<file path="src/rtl/reg_file_pkg.sv">
// Shared types and default sizing for the multi-port register file.
package reg_file_pkg;
  typedef enum logic {
    CLEAR = 1'b0,
    RUN   = 1'b1
  } rf_state_e;

  localparam int XLEN_DEF  = 32;
  localparam int NREGS_DEF = 32;
  localparam int NRP_DEF   = 2;
endpackage

</file>
<file path="src/rtl/rf_clear_ctrl.sv">
// Post-reset clear sequencer: sweeps every register to zero, then enters RUN and raises ready.
module rf_clear_ctrl
  import reg_file_pkg::*;
#(
  parameter  int NREGS = NREGS_DEF,
  localparam int AW    = $clog2(NREGS)
) (
  input  logic          clk,
  input  logic          rst_n,
  output logic          clr_en,
  output logic [AW-1:0] clr_addr,
  output logic          ready
);
  localparam logic [AW-1:0] LAST = AW'(NREGS - 1);

  rf_state_e     state_q, state_d;
  logic [AW-1:0] cnt_q, cnt_d;

  always_ff @(posedge clk) begin
    if (!rst_n) begin
      state_q <= CLEAR;
      cnt_q   <= '0;
    end else begin
      state_q <= state_d;
      cnt_q   <= cnt_d;
    end
  end

  always_comb begin
    state_d = state_q;
    cnt_d   = cnt_q;
    case (state_q)
      CLEAR: begin
        // Leave CLEAR on the same edge that zeroes the last register.
        if (cnt_q == LAST) begin
          state_d = RUN;
          cnt_d   = '0;
        end else begin
          cnt_d = cnt_q + 1'b1;
        end
      end
      RUN:     state_d = RUN;
      default: state_d = CLEAR;
    endcase
  end

  assign clr_en   = (state_q == CLEAR);
  assign clr_addr = cnt_q;
  assign ready    = (state_q == RUN);
endmodule

</file>
<file path="src/rtl/reg_file_mp.sv">
// Multi-read, dual-write register file with zero register and post-reset clear sweep.
// Define REGFILE_BYPASS_EN to forward same-cycle committing writes to matching read lanes.
module reg_file_mp
  import reg_file_pkg::*;
#(
  parameter  int XLEN  = XLEN_DEF,
  parameter  int NREGS = NREGS_DEF,
  parameter  int NRP   = NRP_DEF,
  localparam int AW    = $clog2(NREGS)
) (
  input  logic                clk,
  input  logic                rst_n,
  input  logic [NRP*AW-1:0]   raddr,
  output logic [NRP*XLEN-1:0] rdata,
  input  logic                we0,
  input  logic [AW-1:0]       wa0,
  input  logic [XLEN-1:0]     wd0,
  input  logic                we1,
  input  logic [AW-1:0]       wa1,
  input  logic [XLEN-1:0]     wd1,
  output logic                ready
);
  localparam logic [AW:0] NREGS_W = (AW + 1)'(NREGS);

  // Register 0 is hard-wired to zero and addresses past the array hold nothing.
  function automatic logic addr_ok(input logic [AW-1:0] a);
    return (a != '0) && ({1'b0, a} < NREGS_W);
  endfunction

  logic            clr_en;
  logic [AW-1:0]   clr_addr;
  logic            wr0, wr1;
  logic [XLEN-1:0] regs [NREGS];

  rf_clear_ctrl #(.NREGS(NREGS)) u_ctrl (
    .clk      (clk),
    .rst_n    (rst_n),
    .clr_en   (clr_en),
    .clr_addr (clr_addr),
    .ready    (ready)
  );

  assign wr0 = we0 && ready && addr_ok(wa0);
  assign wr1 = we1 && ready && addr_ok(wa1);

  // Port 1 is written last so it wins a same-address collision.
  always_ff @(posedge clk) begin
    if (clr_en) regs[clr_addr] <= '0;
    if (wr0)    regs[wa0]      <= wd0;
    if (wr1)    regs[wa1]      <= wd1;
  end

  for (genvar i = 0; i < NRP; i++) begin : g_rd
    logic [AW-1:0]   a;
    logic [XLEN-1:0] d;

    assign a = raddr[i*AW +: AW];

    always_comb begin
      d = '0;
      if (ready && addr_ok(a)) d = regs[a];
`ifdef REGFILE_BYPASS_EN
      if (wr0 && (wa0 == a)) d = wd0;
      if (wr1 && (wa1 == a)) d = wd1;
`endif
    end

    assign rdata[i*XLEN +: XLEN] = d;
  end
endmodule

</file>
<file path="config.mk">
export PLATFORM = sky130hd
export DESIGN_NAME = reg_file_mp
export DESIGN_NICKNAME = d
export VERILOG_FILES = /design/src/rtl/reg_file_pkg.sv /design/src/rtl/rf_clear_ctrl.sv /design/src/rtl/reg_file_mp.sv
export SDC_FILE = /design/constraint.sdc
export NUM_CORES = 2
export LEC_CHECK = 0
export CAP_MARGIN = 20
export CORE_MARGIN = 1.5
export CORE_UTILIZATION = 29
export CTS_CLUSTER_SIZE = 12
export DETAILED_ROUTE_END_ITERATION = 7
export SYNTH_ARGS = -nofsm -noshare
export SYNTH_HDL_FRONTEND = slang
export SYNTH_HIERARCHICAL = 1
export SYNTH_SLANG_ARGS = --single-unit
export TNS_END_PERCENT = 1
</file>
<file path="constraint.sdc">
create_clock -name clk -period 4.2 [get_ports clk]
set_input_delay 0.42 -clock clk [delete_from_list [all_inputs] [get_ports clk]]
set_output_delay 0.42 -clock clk [all_outputs]
set_load 0.1 [all_outputs]
</file>
==> impl_metrics.toml <==
[outcome]
status = "finished, final reports clean"

[power_and_ir_drop]
internal_power_mw = 16.7
p_switching_mw = 5.41
powerDensity_nw_per_um2 = 323
comb_power_share_pct = 8.6
vdd_drop_max_mv = 0.329
p_seq_share_pct = 51.1
clkPwrFrac_pct = 40.3
p_leak_nw = 25.3
sw_frac_of_total_pct = 24.5

[hold_path]
whs_path_depth = 2
hold_end = "u_ctrl/ready"
min-delay-start = "rst_n"
hold_path.class = "input pin to register"

[route]
dr.pass1.iters = 6
final_antenna_net_count = 0
route.detailed.drc = 0
vias = 46393
routed_via_density = 6.59
wl_per_cell_um = 36.7
route.final.wire_length_um = 259000
drtIter0Drc = 7772

[yosys]
syn_avg_cell_area_um2 = 13.6
yosys_warnings = 6
synth-main-ff-cell = "edfxtp_1"
ys_seq_elements = 1030
yosysUniqueCellTypes = 49
syn_inst = 4354
synth_edf_count = 1024
synth_area_um2 = 59000
seq_area_frac_synth_pct = 52.3
postSynth.asyncResetShare_pct = 0

[place]
gp_congestion = 0.963
dpl_worst_slack_ns = 0.325
dpl.cell_count = 6878
numPortBuffers = 152
dpl.hpwl_um = 163000

[global_route]
grt_pass1_vias = 44603
grt.total_usage_pct = 24.2
grt_pass1_wl_um = 353000
grt_max_degree = 65
gr-total-overflow = 0
antenna_found_initial = 17

[sta]
period_share_pct = 95.0
worst_slack_ns = 0.208
fin_crit_ns = 3.99
timing.fmax_mhz = 251
drv_slew = 0
fin_worst_skew_ns = 0.0396
worst_pin_slew_ns = 1.14
hold_violations = 0
finalSetupViolCount = 0
slew_headroom_pct = 24.2
tns_ns = 0
rsz0062_at_grt = "false"

[worst_setup_path]
reg2reg_depth = 5
path_max_fanout = 17
cp-start-kind = "register"
path_class = "register to output pin"
r2r_end = "regs[8][10]"
crit_arrival_ns = 3.57
critPathCaptureType = "output pin"
reg2reg_setup_slack_ns = 0.86
rr_startpoint = "u_ctrl/ready"
cp.required_ns = 3.78

[die]
fp.coreArea_um2 = 202000
initial_core_util_pct = 29.2
die_y_um = 454
boundaryPins = 153
die_x_um = 454
die_area_um2 = 206000
rows = 165

[final_layout]
mostFrequentLayoutCell = "a22o_1"
drive_above_1_share_pct = 20.0
final_cell_mix = "1031 x a22o_1, 1024 x edfxtp_1, 522 x mux2i_1"
fillerInstances = 19453
final_nets = 4401
fin_cells = 7041
seqCellArea_um2 = 30900
multiInputGateArea_um2 = 26100
syn2layout_area_growth_pct = 16.0

[cts]
clk_latency_ns = 0.74
clock_sinks = 1030
clk_path_buf_depth = 3
cts_made_buffers = 102
cts_root_buf = "clkbuf_16"
h-tree-depth = 3
cts_tree = "built"
path_clk_slew_ns = 0.06
hold_buffers = 0

[job]
drv_cap = 0
## critical path: stages, from the launching register on
cell and delay [ns]:
dfxtp_2 0.47, and4b_1 0.37, buf_4 0.29, a22o_1 0.26
a31oi_1 0.68, nand4_1 0.45, buf_12 0.31
## timing repair
action / in CTS / in global routing
setup buffers: 0 / 0
gates resized for setup: 0 / 2
endpoints found under the hold margin: 0 / 0
setup endpoints to repair: 0 / 1
## flip-flops by register name (all words and copies together), names as in the netlist
register / cells
u_ctrl/ready: 1
regs: 1024
u_ctrl/clr_addr: 5
## how the worst max path moves through the flow
stage | endpoint | slack (ns) | startpoint | cells past startpoint
global placement | rdata[63] | 0.25 | raddr[5] | 8
finish | rdata[51] | 0.21 | u_ctrl/ready | 6
global route | rdata[51] | 0.26 | u_ctrl/ready | 6
CTS | rdata[63] | 0.02 | u_ctrl/ready | 6
detailed placement | rdata[63] | 0.33 | raddr[5] | 8
floorplan | rdata[33] | 0.58 | u_ctrl/ready | 7
## kinds of logic after synthesis
kind of cell	count (synthesis)	share of synthesized area, %
AOI/OAI and AO/OA	1417	19.9
DFF	1030	52.3
muxes	774	18.5
buffers and inverters	632	4.62
and+or+nand+nor	498	4.71
adders and majority gates	2	0.0424
other	1	0.00635
## synthesized netlist by cell type, types with 8 or more instances
library cell | n | area [um2]
a22o_1 | 1031 | 9030
edfxtp_1 | 1024 | 30700
mux2i_1 | 522 | 5230
clkbuf_1 | 451 | 1690
mux4_2 | 252 | 5680
a22oi_1 | 220 | 1650
nand3_1 | 138 | 691
buf_2 | 136 | 681
nand2_1 | 125 | 469
a21oi_1 | 88 | 440
nand4_1 | 68 | 425
nor2_1 | 50 | 188
a31oi_1 | 40 | 250
a221o_1 | 31 | 310
and3_1 | 28 | 175
buf_6 | 23 | 259
buf_1 | 18 | 67.6
nor2_2 | 12 | 75.1
nor2b_1 | 11 | 68.8
nor3_4 | 8 | 130
## metrics by stage
step	power, mW	utilization (%)	hold WS [ns]	area [um2]
after detailed placement	13.3	32.3	0.590	65400
after floorplan	12.6	-	0.525	59200
after CTS	22.0	33.8	0.462	68400
final	22.1	33.8	0.446	68500
after global routing	22.4	33.8	0.506	68500
after global placement	13.3	32.3	0.561	65400
## layout make-up
type	count	share of cell area [%]
clock buffers	132	4.05
diodes	5	0.0183
repair buffers	453	7.52
flip-flops and latches	1030	45.1
multi-input cells	2723	38.1
inverters	1	0.00548
well taps	2672	4.88
clock inverters	25	0.334
## layer usage
metal / up-vias / global-route usage (%) / wire length (um)
met5: - / 0 / 106
met4: 12 / 15.8 / 19200
met3: 978 / 7.07 / 33600
met2: 3971 / 38.2 / 118000
met1: 23504 / 28.6 / 88300
li1: 17928 / - / -
## power groups by stage
stage	logic [mW]	clock network [mW]	registers [mW]
after floorplan	1.06	0	11.5
after global placement	1.82	0	11.5
after detailed placement	1.83	0	11.5
after CTS	1.83	8.89	11.3
after global routing	1.91	9.19	11.3
final	1.89	8.91	11.3
No activity file was read; power rests on OpenSTA's default activity.
